===== config.mk =====
export PLATFORM = sky130hd
export DESIGN_NAME = apple1_sysctl_flat
export DESIGN_NICKNAME = d
export VERILOG_FILES = /design/src/rtl/apple1_pkg.sv /design/src/rtl/apple1_sysctl_if.sv /design/src/rtl/apple1_sysctl_ce_window_gen.sv /design/src/rtl/apple1_sysctl.sv /design/src/flat_wrapper.sv
export SDC_FILE = /design/constraint.sdc
export NUM_CORES = 1
export LEC_CHECK = 0
export CAP_MARGIN = 20
export CORE_ASPECT_RATIO = 0.6
export CORE_MARGIN = 1.5
export CORE_UTILIZATION = 40
export CTS_CLUSTER_DIAMETER = 30
export DETAILED_ROUTE_END_ITERATION = 8
export HOLD_SLACK_MARGIN = 0.15
export SETUP_SLACK_MARGIN = 0.5
export SKIP_LAST_GASP = 1
export SLEW_MARGIN = 10
export SYNTH_ARGS = -nofsm -noshare
export SYNTH_HDL_FRONTEND = slang
export SYNTH_HIERARCHICAL = 1
export SYNTH_SLANG_ARGS = --single-unit
export TNS_END_PERCENT = 10

===== constraint.sdc =====
create_clock -name clk25 -period 3.6 [get_ports clk25]
set_clock_uncertainty 0.05 [all_clocks]
set_input_delay 0.9 -clock clk25 [delete_from_list [all_inputs] [get_ports clk25]]
set_output_delay 0.9 -clock clk25 [all_outputs]
set_load 0.05 [all_outputs]

===== src/rtl/apple1_pkg.sv =====
// apple1_pkg: shared Apple-1 types, default controller timing and memory map
// Holds the debug-state enum, the default CPU clock-enable / power-on-reset
// timing, and the address-decode constants used by the Apple-1 top level.
package apple1_pkg;
  typedef enum logic {ST_RUN, ST_HALTED} dbg_state_e;
  localparam int DEF_CLK_DIV = 25;
  localparam int DEF_CE_WIDTH = 12;
  localparam int DEF_POR_CYCLES = 63;
  localparam logic [15:0] RAM_BASE = 16'h0000;
  localparam logic [15:0] RAM_TOP = 16'h0FFF;
  localparam logic [15:0] PIA_BASE = 16'hD010;
  localparam logic [15:0] PIA_TOP = 16'hD013;
  localparam logic [15:0] ROM_BASE = 16'hFF00;
endpackage


===== src/rtl/apple1_sysctl_if.sv =====
// apple1_sysctl_if: control/status bundle of the Apple-1 system controller
// Requests into the controller: soft_rst, halt, step.
// Status out of the controller: cpu_clken, cpu_reset, tick, halted, cycle_count.
// slave = controller side, master = the logic that drives the requests.
interface apple1_sysctl_if #(
  parameter int CNT_W = 32
);
  logic             soft_rst;
  logic             halt;
  logic             step;
  logic             cpu_clken;
  logic             cpu_reset;
  logic             tick;
  logic             halted;
  logic [CNT_W-1:0] cycle_count;
  modport slave (
    input  soft_rst, halt, step,
    output cpu_clken, cpu_reset, tick, halted, cycle_count
  );
  modport master (
    output soft_rst, halt, step,
    input  cpu_clken, cpu_reset, tick, halted, cycle_count
  );
endinterface


===== src/rtl/apple1_sysctl_ce_window_gen.sv =====
// ce_window_gen: master-clock divider plus CPU clock-enable window generator
// Ports: clk25/rst_n (async active-low) clock and reset; gate qualifies the
// window at each tick; tick is high while the divider sits at 0; clken is the
// registered enable, high for CE_WIDTH clocks after each gated tick.
module ce_window_gen #(
  parameter int CLK_DIV = 25,
  parameter int CE_WIDTH = 12
) (
  input  logic clk25,
  input  logic rst_n,
  input  logic gate,
  output logic tick,
  output logic clken
);
  logic [15:0] div_q, div_d, wid_q, wid_d;
  logic        clken_q, clken_d;
  always_comb begin
    tick = div_q == '0;
    div_d = (div_q == 16'(CLK_DIV - 1)) ? '0 : div_q + 16'd1;
    wid_d = (tick && gate) ? 16'(CE_WIDTH) : (wid_q != '0) ? wid_q - 16'd1 : '0;
    // registering the next width value puts clken high in exactly the
    // CE_WIDTH clocks that follow the issuing tick
    clken_d = wid_d != '0;
  end
  always_ff @(posedge clk25 or negedge rst_n) begin
    if (!rst_n) begin
      div_q   <= '0;
      wid_q   <= '0;
      clken_q <= 1'b0;
    end else begin
      div_q   <= div_d;
      wid_q   <= wid_d;
      clken_q <= clken_d;
    end
  end
  assign clken = clken_q;
endmodule


===== src/rtl/apple1_sysctl.sv =====
// apple1_sysctl: Apple-1 CPU clock-enable, reset sequencer and debug control
// Ports: clk25 master clock; rst_n async active-low reset; bus (slave) carries
// soft_rst/halt/step requests in and cpu_clken/cpu_reset/tick/halted/
// cycle_count out. Define SYSCTL_STEP_EN to build the halt/single-step FSM;
// without it halt/step are ignored and halted is tied low.
module apple1_sysctl
  import apple1_pkg::*;
#(
  parameter int CLK_DIV = DEF_CLK_DIV,
  parameter int CE_WIDTH = DEF_CE_WIDTH,
  parameter int POR_CYCLES = DEF_POR_CYCLES,
  parameter int CNT_W = 32
) (
  input  logic           clk25,
  input  logic           rst_n,
  apple1_sysctl_if.slave bus
);
  if (CLK_DIV < 2 || CLK_DIV > 65535) begin : g_bad_div
    $error("apple1_sysctl: CLK_DIV %0d outside 2..65535", CLK_DIV);
  end
  if (CE_WIDTH < 1 || CE_WIDTH > CLK_DIV - 1) begin : g_bad_width
    $error("apple1_sysctl: CE_WIDTH %0d outside 1..CLK_DIV-1", CE_WIDTH);
  end
  if (POR_CYCLES < 1 || POR_CYCLES > 65535) begin : g_bad_por
    $error("apple1_sysctl: POR_CYCLES %0d outside 1..65535", POR_CYCLES);
  end
  if (CNT_W < 1) begin : g_bad_cnt
    $error("apple1_sysctl: CNT_W must be at least 1");
  end
  logic             tick, gate, win, clken;
  logic             cpu_reset_q, cpu_reset_d;
  logic [15:0]      por_q, por_d;
  logic [CNT_W-1:0] cnt_q, cnt_d;
  ce_window_gen #(
    .CLK_DIV (CLK_DIV),
    .CE_WIDTH(CE_WIDTH)
  ) u_ce (
    .clk25(clk25),
    .rst_n(rst_n),
    .gate (gate),
    .tick (tick),
    .clken(clken)
  );
`ifdef SYSCTL_STEP_EN
  dbg_state_e state_q, state_d;
  logic       step_pend_q, step_pend_d, halted_q, halted_d;
  // step_pend is only ever set in HALTED, so it can qualify the gate directly;
  // a pending reset overrides halt so the power-up sequence always completes
  always_comb begin
    gate = cpu_reset_q || !bus.halt || step_pend_q;
    state_d = bus.soft_rst ? ST_RUN : !tick ? state_q : (bus.halt && !cpu_reset_q) ? ST_HALTED : ST_RUN;
    step_pend_d = !bus.soft_rst && !(tick && gate) && (step_pend_q || (bus.step && state_q == ST_HALTED));
    halted_d = state_d == ST_HALTED;
  end
  always_ff @(posedge clk25 or negedge rst_n) begin
    if (!rst_n) begin
      state_q     <= ST_RUN;
      step_pend_q <= 1'b0;
      halted_q    <= 1'b0;
    end else begin
      state_q     <= state_d;
      step_pend_q <= step_pend_d;
      halted_q    <= halted_d;
    end
  end
  assign bus.halted = halted_q;
`else
  logic unused_dbg;
  assign gate = 1'b1;
  assign unused_dbg = bus.halt ^ bus.step;
  assign bus.halted = 1'b0;
`endif
  always_comb begin
    win = tick && gate;
    por_d = bus.soft_rst ? '0 : (win && cpu_reset_q) ? por_q + 16'd1 : por_q;
    // reset drops on the edge of the tick that issues window POR_CYCLES
    cpu_reset_d = bus.soft_rst || (cpu_reset_q && !(win && por_d == 16'(POR_CYCLES)));
    cnt_d = bus.soft_rst ? '0 : (win && !cpu_reset_q) ? cnt_q + CNT_W'(1) : cnt_q;
  end
  always_ff @(posedge clk25 or negedge rst_n) begin
    if (!rst_n) begin
      cpu_reset_q <= 1'b1;
      por_q       <= '0;
      cnt_q       <= '0;
    end else begin
      cpu_reset_q <= cpu_reset_d;
      por_q       <= por_d;
      cnt_q       <= cnt_d;
    end
  end
  assign bus.cpu_clken   = clken;
  assign bus.cpu_reset   = cpu_reset_q;
  assign bus.tick        = tick;
  assign bus.cycle_count = cnt_q;
endmodule


===== src/flat_wrapper.sv =====
// flat-port wrapper written by rule: the top's interface ports become plain ports
module apple1_sysctl_flat import apple1_pkg::*;
#(
  parameter int CLK_DIV = DEF_CLK_DIV,
  parameter int CE_WIDTH = DEF_CE_WIDTH,
  parameter int POR_CYCLES = DEF_POR_CYCLES,
  parameter int CNT_W = 32
)
  (clk25, rst_n, bus_soft_rst, bus_halt, bus_step, bus_cpu_clken, bus_cpu_reset, bus_tick, bus_halted, bus_cycle_count);
  apple1_sysctl_if #(.CNT_W(CNT_W)) bus_i ();
  input  logic clk25;
  input  logic rst_n;
  input wire logic [$bits(bus_i.soft_rst)-1:0] bus_soft_rst;
  input wire logic [$bits(bus_i.halt)-1:0] bus_halt;
  input wire logic [$bits(bus_i.step)-1:0] bus_step;
  output wire logic [$bits(bus_i.cpu_clken)-1:0] bus_cpu_clken;
  output wire logic [$bits(bus_i.cpu_reset)-1:0] bus_cpu_reset;
  output wire logic [$bits(bus_i.tick)-1:0] bus_tick;
  output wire logic [$bits(bus_i.halted)-1:0] bus_halted;
  output wire logic [$bits(bus_i.cycle_count)-1:0] bus_cycle_count;
  assign bus_i.soft_rst = bus_soft_rst;
  assign bus_i.halt = bus_halt;
  assign bus_i.step = bus_step;
  assign bus_cpu_clken = bus_i.cpu_clken;
  assign bus_cpu_reset = bus_i.cpu_reset;
  assign bus_tick = bus_i.tick;
  assign bus_halted = bus_i.halted;
  assign bus_cycle_count = bus_i.cycle_count;
  apple1_sysctl #(.CLK_DIV(CLK_DIV), .CE_WIDTH(CE_WIDTH), .POR_CYCLES(POR_CYCLES), .CNT_W(CNT_W)) u_core (.clk25(clk25), .rst_n(rst_n), .bus(bus_i));
endmodule

# Word-level counts from Yosys, hierarchy flattened
# Index checks and enable logic that the tools add are counted.
# op_classes
add_sub_neg,4
eq_ne,2
muxes,7
reduce_logical,11
# ops
op,count
16-bit two-way mux,5
32-bit two-way mux,2
"16-bit by 1-bit adder with 16-bit output, second input constant",2
"32-bit by 1-bit adder with 32-bit output, second input constant",1
16-bit nonzero test,2
"16-bit by 5-bit equality test with 1-bit output, second input constant",1
"16-bit by 6-bit equality test with 1-bit output, second input constant",1
16-bit logical NOT,1
"16-bit by 1-bit subtractor with 16-bit output, second input constant",1
1-bit logical AND,4
1-bit logical NOT,2
2-bit nonzero test,1
1-bit logical OR,1
# totals
register_bits,82
inputBits,5
out_inout_bits,36
elab_cells,30

# Longest topological paths before layout
# Gate-level depths: netlist of the first run.
# logic_depth
word_depth,9
depth_mapped,13

# Modules after synthesis
# Netlist of the first run, hierarchy kept.
# modules_own_cells
module,instances,cells_each,area_each_um2,seq_area_each_um2
apple1_sysctl,1,271,2538.7,1227.4
ce_window_gen,1,172,1712.9,825.8

# Worst setup path after synthesis of the first run
# Ideal clock, no wire load.
# synth_path
kind,register -> register
start,register u_core.u_ce.div_q[0]
end,register u_core.cpu_reset_q (netlist: u_core/bus.cpu_reset)
setup_time_ps,87
arrival_time_ps,2870
required_time_ps,3463
slack_ps,593
path_stages_with_launch,13
n_path_buf,1
period_less_slack_ps,3007
path_cell_list,dfrtp_1 > inv_1 > ha_1 > nor4b_1 > and4_1 > and2_1 > clkbuf_2 > nand3_1 > or4_1 > a21oi_2 > o21ai_1 > nor4_2 > a31oi_1
# synth_between
elab_chain_cells,9
# synth_rtl
element,line,text
start: declaration,apple1_sysctl_ce_window_gen.sv:15,"logic [15:0] div_q, div_d, wid_q, wid_d;"
start signal: assignment,apple1_sysctl_ce_window_gen.sv:31,div_q <= div_d;
16-bit logical NOT,apple1_sysctl_ce_window_gen.sv:18,tick = div_q == '0;
net bus_tick,flat_wrapper.sv:18,output wire logic [$bits(bus_i.tick)-1:0] bus_tick;
1-bit logical AND,apple1_sysctl.sv:75,por_d = bus.soft_rst ? '0 : (win && cpu_reset_q) ? por_q + 16'd1 : por_q;
16-bit two-way mux (2 in a row),apple1_sysctl.sv:75,
net u_core.por_d[5],apple1_sysctl.sv:32,"logic [15:0] por_q, por_d;"
16-bit by 6-bit equality test with 1-bit output,apple1_sysctl.sv:77,cpu_reset_d = bus.soft_rst || (cpu_reset_q && !(win && por_d == 16'(POR_CYCLES)));
1-bit logical AND,apple1_sysctl.sv:77,
1-bit logical NOT,apple1_sysctl.sv:77,
1-bit logical AND,apple1_sysctl.sv:77,
1-bit logical OR,apple1_sysctl.sv:77,
net u_core.cpu_reset_d,apple1_sysctl.sv:31,"logic cpu_reset_q, cpu_reset_d;"
end signal: assignment,apple1_sysctl.sv:86,cpu_reset_q <= cpu_reset_d;
end: declaration,apple1_sysctl.sv:31,
# The timed path passes the listed nets, and every way through them passes these cells.
# A chain may end at the register's enable or synchronous reset.

# Final worst setup path of the first run
# layout_path
start,register u_core.u_ce.div_q[0]
end,output port bus_tick
# layout_between
elab_chain_cells,1
# layout_rtl
element,line
16-bit logical NOT,apple1_sysctl_ce_window_gen.sv:18
end: declaration,flat_wrapper.sv:18
# Every way passes these cells.

==> reports/qor.csv, run 1 <==
metric,value,unit
synthCells,443,
max-cap-violations,0,
clock_latency,0.33,ns
yosys-top-cells-count,"dfrtp_1, nor2_1, xnor2_1, nand2_1, xor2_1",
port_buffers,37,
leakagePower,2.086,nW
dp_slack,0.3858,ns
synth-async-reset-ratio,100.0,%
critPathSlowestCell,dfrtp_1,
rsz0062_at_grt,no,
final_nets,489,
min_path_type,primary input to async pin,
initial_core_util,42.14,%
synth_fa_ha_area_share,1.471,%
min_period_over_period,79.07,%
slew_viol_final,0,
yosysTopAreaCellShare,47.68,%
drt_wl_total,8.886,mm
hold_ws,0.3910,ns
cts_root_buf,clkbuf_16,
min_period,2.846,ns
worstPathCellList,"inv_1, ha_1, nor4b_2, and4_2, and2_4, buf_4",
yosys.cell_types.count,55,
crit_arrival,1.90,ns
ant_nets,0,
critPathTopFamily,simple AND/OR/NAND/NOR gates,
worst_slew_pin_slew,0.5961,ns
cts-buffers-inserted,9,
wl_per_cell,14.38,microns
die_w,136.1,microns
die-area,0.01128,sq mm
setup_slack,0.7536,ns
yosys-top-cells-area,"dfrtp_1, xnor2_1, nor2_1",
outcome,"complete, no violations",
yosys.area.top_type,dfrtp_1,
grt_max_degree,83,
core_area,0.01009,sq mm
drt_iter0_markers,204,
path_buf_inv,2,
relSlewSlack,60.26,%
via_per_inst,5.222,
synth.area.mux_share,0.7357,%
worst-setup-path-type,flip-flop to output pin,
worst_ep_required_time,2.65,ns
setup_viol_count_final,0,
cts_sinks,82,
final_util,50.69,%
synth-edff-count,0,
ys_seq_area_share,48.29,%
grt_pass1_vias,3040,
ys.warnings.count,6,
n_antenna_cell,0,
crit_path_end_kind,output pin,
num_vias,3227,
synthXorXnorAreaFrac,13.18,%
synth_top_family_by_area,simple AND/OR/NAND/NOR gates,
synth_flop_cell,dfrtp_1,
grt_first_pass_wirelength,15.46,mm
syn_nets,453,
htree_levels,3,
drc,0,
post_cts_buffers,0,
rows,28,
first_pass_iters,4,
synth-compound-area-share,6.298,%
syn2layout_area_growth,20.31,%
finalNonFillerCells,618,
cts.path.max_buffers,2,
synth.avg_cell_area,9.597,sq um
powerDensity,467.6,mW/mm^2
fmax,351.3,MHz
die_h,82.86,microns
place_inst,602,
drive_gt1_share,9.110,%
gp_congestion,0.8552,
synth_area,0.004252,sq mm
cp_slowest_stage_delay,0.41,ns
path_clk_slew,0.06,ns
overflow,0,
ys_ff_latch,82,
synthSimpleGateAreaFrac,27.16,%
grt_usage,17.13,%
cp-start-kind,flip-flop,
ioPinCount,41,
synth.most_common_cell,dfrtp_1,
hold_viol,0,
cts_tree,yes,
dpl.hpwl,6.048,mm
critical_path.max_fanout,9,
tns,0,ns
antenna_found_initial,0,
irDropWorstVdd,209.6,uV
## logic make-up after synthesis
family                   after synthesis
AO/OA/AOI/OAI                         41
flip-flops                            82
adder cells (fa/ha/maj)                5
multiplexers                           3
buffers and inverters                 27
XOR/XNOR                              64
other                                  2
AND/OR/NAND/NOR                      219
## power breakdown
part | leakage, nW | switching [W] | internal (W) | total, W
registers | 1.10 | 0.000143 | 0.00100 | 0.00115
clock network | 0.152 | 0.000343 | 0.000589 | 0.000932
logic | 0.830 | 0.000162 | 0.000150 | 0.000313
## placed cells by master (no fill, tap or decap), types with 4 or more instances in the layout
cell / n
inv_1: 11
nand2_1: 30
or4_1: 4
or3_1: 9
dfrtp_1: 81
nor4_1: 4
nand4b_1: 4
nand3_1: 18
ha_1: 5
o21ai_0: 13
clkbuf_16: 9
buf_4: 5
xnor2_1: 42
nor3_1: 15
clkdlybuf4s50_1: 34
xor2_1: 22
a21oi_1: 11
nand4_1: 10
and2_1: 4
nor2_1: 77
and3_1: 11
## layer usage
metal	track usage [%]	share of wire, %	up-vias
met4	4.352	1.1	0
met5	0	0	-
li1	-	-	1592
met1	26.64	54	1576
met2	23.19	40	49
met3	4.457	4.5	10
## metrics by stage
stage                     area, sq um  power [W]
after floorplan                  4252   0.001384
after global placement           4731   0.001463
after detailed placement         4731   0.001471
after CTS                        5042   0.002419
after global routing             5115   0.002521
final                            5115   0.002392
## state kept, by name, summed over array words and instances (netlist names)
signal	flops
u_core/por_q	16
u_core/u_ce/clken	1
u_core/bus.cpu_reset	1
u_core/bus.cycle_count	32
u_core/u_ce/wid_q	16
u_core/u_ce/div_q	16
## worst paths after layout
| check | start | to | slack (ns) | cells past startpoint |
|---|---|---|---|---|
| max in group asynchronous | rst_n | u_core/bus.cpu_reset | 2.47 | 2 |
| worst min-delay path | rst_n | u_core/u_ce/wid_q[0] | 0.39 | 1 |
| worst min register to register | u_core/u_ce/div_q[15] | u_core/u_ce/div_q[15] | 0.43 | 1 |
| min in group clk25 | u_core/u_ce/div_q[15] | u_core/u_ce/div_q[15] | 0.43 | 1 |
| worst max register to register | u_core/u_ce/div_q[0] | u_core/bus.cpu_reset | 0.83 | 11 |
| worst max-delay path | u_core/u_ce/div_q[0] | bus_tick | 0.75 | 6 |
## area by class of cell
| class | instances | area, sq um |
|---|---|---|
| Clock buffer | 13 | 270.3 |
| Clock inverter | 2 | 35.03 |
| Fill cell | 913 | 4975 |
| Inverter | 11 | 41.29 |
| Multi-Input combinational cell | 334 | 2136 |
| Sequential cell | 82 | 2053 |
| Tap cell | 135 | 168.9 |
| Timing Repair Buffer | 41 | 410.4 |
## timing repair
action / CTS / global route
resized for setup: 2 / 9
pin swaps: 0 / 1
endpoints found under the setup margin: 11 / 20
hold buffers: 0 / 0
Note: power is estimated with default switching activity, not from simulation.
==> run 2: changes to the inputs <==
- clock period: 3.6 -> 2.41 ns (I/O delays scaled with it)
==> run 2 against run 1 <==
Against the previous run:
- the run now ends with setup timing left
- clock power up 33%
- combinational power up 72%
- core utilization up 5.8 points
- non-clock buffer count up 52
- sequential cell count unchanged
- power up 46%
- cell area up 11%
- die area unchanged
- critical endpoint is now u_core/bus.cycle_count[24]
- highest routed layer unchanged
==> reports/qor.csv, run 2 (synthesis results as in run 1) <==
metric,value,unit
relSlewSlack,64.77,%
slew_viol_final,0,
p_sw_share,28.70,%
dp_slack,-0.1258,ns
drive_gt1_share,22.39,%
setup_viol_count_final,14,
critical_path.max_fanout,7,
final_common_cell,dfrtp_1,
share_comb_of_total_power,15.4,%
finalInstanceArea,0.005699,sq mm
overflow,0,
worst_ep_required_time,2.63,ns
hold_buffers,0,
initial_core_util,42.14,%
max-cap-violations,0,
final_cell_mix,"dfrtp_1, nor2_1, buf_4",
clock_latency,0.34,ns
p_int,0.002483,W
finalNonFillerCells,671,
p_switching,0.0009997,W
die_h,82.86,microns
htree_levels,3,
cp-start-kind,flip-flop,
antenna_found_initial,0,
tns,-0.6218,ns
gp_congestion,0.7921,
ant_nets,0,
final_nets,541,
die_w,136.1,microns
use_met1,28.39,%
gr-usage-met2,26.45,%
critPathTopFamily,simple AND/OR/NAND/NOR gates,
first_pass_iters,4,
n_antenna_cell,0,
crit_arrival,2.72,ns
sequentialPowerShare,48.9,%
powerDensity,611.1,mW/mm^2
drt_iter0_markers,249,
syn2layout_area_growth,34.05,%
cts_tree,yes,
grt_first_pass_wirelength,16.84,mm
dpl_cell_area,0.005174,sq mm
power_frac_clock,35.6,%
crit_path_end_kind,flip-flop,
fmax,399.1,MHz
violations,setup timing,
cts_sinks,82,
worstPathCellList,"inv_1, ha_1, nor4b_4, and4_4, and2_4, buf_4, nand3b_1, nor2_4, nand3_4, buf_8, or3_1, a21oi_2",
ioPinCount,41,
num_vias,3498,
cts_root_buf,clkbuf_16,
drc,0,
rsz0062_at_grt,yes,
cts.path.max_buffers,2,
grt_usage,18.87,%
worst-setup-path-type,flip-flop to flip-flop,
hold_viol,0,
use_met3,4.701,%
worst_slew_pin_slew,0.5268,ns
irDropWorstVdd,424.1,uV
path_clk_slew,0.06,ns
rows,28,
cts-buffers-inserted,9,
cp_slowest_stage_delay,0.38,ns
setup_slack,-0.09585,ns
outcome,"finished, violations left",
grt_max_degree,39,
dpl.hpwl,6.871,mm
busiest_layer,met1,
path_buf_inv,3,
grt_pass1_vias,3428,
min_period,2.506,ns
place_inst,650,
die-area,0.01128,sq mm
min_period_over_period,104.0,%
critPathSlowestCell,dfrtp_1,
leakagePower,2.438,nW
min_path_type,primary input to async pin,
port_buffers,37,
largest_reg_flops,32,
wl_per_cell,14.71,microns
core_area,0.01009,sq mm
drt_wl_total,9.873,mm
via_per_inst,5.213,
-- run 2: final timing paths --
kind / cells past startpoint / slack [ns] / startpoint / to
min in group clk25: 1 / 0.43 / u_core/u_ce/div_q[15] / u_core/u_ce/div_q[15]
max in group asynchronous: 2 / 1.54 / rst_n / u_core/bus.cpu_reset
setup reg to reg: 12 / -0.1 / u_core/u_ce/div_q[0] / u_core/bus.cycle_count[24]
hold / removal: 1 / 0.14 / rst_n / u_core/u_ce/wid_q[7]
setup / recovery: 12 / -0.1 / u_core/u_ce/div_q[0] / u_core/bus.cycle_count[24]
hold reg to reg: 1 / 0.43 / u_core/u_ce/div_q[15] / u_core/u_ce/div_q[15]
-- run 2: what timing repair did --
action                     4_1_cts  5_1_grt
setup endpoints to repair       94      101
cloned                           0        1
pin swaps                        8        5
buffers inserted                 3        1
resized for setup               16       22
-- run 2: cell type report --
cell class	instances	area, sq um
Clock inverter	2	12.51
Timing Repair Buffer	93	848.3
Inverter	11	41.29
Clock buffer	14	254.0
Tap cell	135	168.9
Multi-Input combinational cell	334	2321
Sequential cell	82	2053
Fill cell	863	4390
-- run 2: routing by layer --
layer  vias up  part of all wire [%]
met5         -                     0
met3         9                   3.7
met1      1732                    52
met2        55                    43
met4         0                   1.1
li1       1702                     -
-- run 2: worst register-to-register path: stages, from the launching register on --
cell      delay (ns)
dfrtp_1         0.38
inv_1           0.06
ha_1            0.14
nor4b_4         0.17
and4_4          0.25
and2_4          0.20
buf_4           0.13
nand3b_1        0.13
nor2_4          0.19
nand3_4         0.11
buf_8           0.16
or3_1           0.36
a21oi_2         0.12
-- run 2: metrics by stage --
stage | power (W) | utilization (%) | hold slack [ns]
6_report | 0.003483 | 56.49 | 0.1429
4_1_cts | 0.003525 | 55.06 | 0.1576
3_3_place_gp | 0.002229 | 51.28 | 0.4152
2_1_floorplan | 0.002067 | - | 0.2569
5_1_grt | 0.003673 | 56.49 | 0.1728
3_5_place_dp | 0.002254 | 51.28 | 0.4190
-- run 2: power by group through the flow --
stage                     clock network [W]  registers, W  logic, W
after floorplan                           0       0.00165  0.000413
after CTS                           0.00129       0.00170  0.000537
after global routing                0.00134       0.00173  0.000602
final                               0.00124       0.00170  0.000538
after global placement                    0       0.00171  0.000518
after detailed placement                  0       0.00172  0.000534
==> run 3: changes to the inputs <==
- CORE_MARGIN: 1.5 -> 2
==> run 3 against run 2 <==
Against the previous run:
- the flow still finishes with violations (setup timing)
- count of clock-buffer cells in the layout down 3
- hold slack improved by 0.017 ns
- power down 1.7%
- worst setup slack got worse by 0.091 ns
- clock power is 3% lower
- sequential share of layout area is 0.13 points higher
- sequential power about the same
- core utilization down 2.2 points
- combinational power fell by 1%
- cell count is 0.75% higher
- critical path depth did not move
==> reports/qor.csv, run 3 (synthesis results as in run 1) <==
metric,value,unit
port_buffers,37,
relSlewSlack,64.52,%
violations,setup timing,
grt_pass1_vias,3361,
min_path_type,primary input to async pin,
ioPinCount,41,
overflow,0,
critPathTopFamily,simple AND/OR/NAND/NOR gates,
final_nets,543,
gp_congestion,0.7978,
die_w,137.1,microns
path_buf_inv,2,
cts_root_buf,clkbuf_16,
cts.path.max_buffers,2,
cp_slowest_stage_delay,0.43,ns
final_common_cell,dfrtp_1,
worstPathCellList,"inv_1, ha_2, nor4b_4, and4_4, and2_4, buf_12, nand3_4, or4_4, a21oi_2, o21ai_1, nor4_2, a31oi_1",
first_pass_iters,4,
dp_slack,-0.1509,ns
hold_viol,0,
cp-start-kind,flip-flop,
clock_latency,0.33,ns
outcome,"finished, violations left",
n_antenna_cell,0,
finalNonFillerCells,676,
min_period_over_period,107.8,%
crit_arrival,2.79,ns
grt_usage,18.03,%
fmax,385.0,MHz
num_vias,3455,
drive_gt1_share,22.72,%
critPathSlowestCell,or4_4,
setup_viol_count_final,24,
wl_per_cell,14.31,microns
setup_slack,-0.1871,ns
cts-buffers-inserted,9,
core_area,0.01045,sq mm
cts_tree,yes,
initial_core_util,40.68,%
leakagePower,2.501,nW
dpl.hpwl,6.551,mm
slew_viol_final,0,
cts_sinks,82,
fillCellCount,930,
syn2layout_area_growth,33.55,%
hold_buffers,0,
htree_levels,3,
largest_reg_flops,32,
powerDensity,602.6,mW/mm^2
worst_slew_pin_slew,0.5306,ns
rows,29,
antenna_found_initial,0,
grt_max_degree,51,
worst_ep_required_time,2.60,ns
worst-setup-path-type,flip-flop to flip-flop,
irDropWorstVdd,382.4,uV
min_period,2.597,ns
final_util,54.33,%
place_inst,649,
die-area,0.01150,sq mm
drt_wl_total,9.673,mm
grt_first_pass_wirelength,16.43,mm
critical_path.max_fanout,6,
final_cell_mix,"dfrtp_1, nor2_1, buf_4",
crit_path_end_kind,flip-flop,
drc,0,
rsz0062_at_grt,yes,
seqCellArea,0.002053,sq mm
via_per_inst,5.111,
die_h,83.86,microns
multi_input_area,0.002310,sq mm
max-cap-violations,0,
drt_iter0_markers,181,
path_clk_slew,0.06,ns
ant_nets,0,
## run 3: path summary, 6_finish.rpt
path | start | endpoint | slack [ns] | cells after the start
setup reg to reg | u_core/u_ce/div_q[0] | u_core/bus.cpu_reset | -0.19 | 12
max in group asynchronous | rst_n | u_core/u_ce/wid_q[4] | 1.52 | 2
setup / recovery | u_core/u_ce/div_q[0] | u_core/bus.cpu_reset | -0.19 | 12
hold / removal | rst_n | u_core/bus.cycle_count[26] | 0.16 | 1
hold reg to reg | u_core/u_ce/div_q[15] | u_core/u_ce/div_q[15] | 0.42 | 1
min in group clk25 | u_core/u_ce/div_q[15] | u_core/u_ce/div_q[15] | 0.42 | 1
## run 3: final cells by class
| class | instances | area share (%) |
|---|---|---|
| Clock buffer | 11 | 4.099 |
| Timing Repair Buffer | 95 | 14.92 |
| Inverter | 11 | 0.7272 |
| Tap cell | 139 | 3.063 |
| Multi-Input combinational cell | 334 | 40.68 |
| Clock inverter | 4 | 0.3526 |
| Sequential cell | 82 | 36.16 |
## run 3: what timing repair did
action	in CTS	in global routing
buffers inserted	5	6
pin swaps	5	16
resized for setup	15	26
gates cloned	0	1
endpoints found under the setup margin	97	100
## run 3: power by group
group | leakage, nW | internal, W | switching (W) | total [W]
Sequential | 1.10 | 0.00150 | 0.000192 | 0.00169
Combinational | 1.27 | 0.000258 | 0.000273 | 0.000531
Clock | 0.129 | 0.000685 | 0.000513 | 0.00120
## run 3: metrics by stage
stage	area, sq um	TNS, ns	power (W)	hold WS [ns]
floorplan	4330	-1.627	0.002067	0.2569
global placement	5141	-0.5225	0.002231	0.4185
detailed placement	5141	-1.041	0.002248	0.4172
CTS	5508	-1.484	0.003476	0.1784
global route	5678	-6.724	0.003618	0.1953
finish	5678	-2.173	0.003422	0.1595
## run 3: routing by layer
layer	global-route usage, %	wire [microns]	vias up	part of all wire [%]
met2	25.19	4090	57	42
met4	5.342	99	0	1.0
met1	27.39	5132	1687	53
met5	0	0	-	0
li1	-	-	1703	-
met3	4.432	351	8	3.6
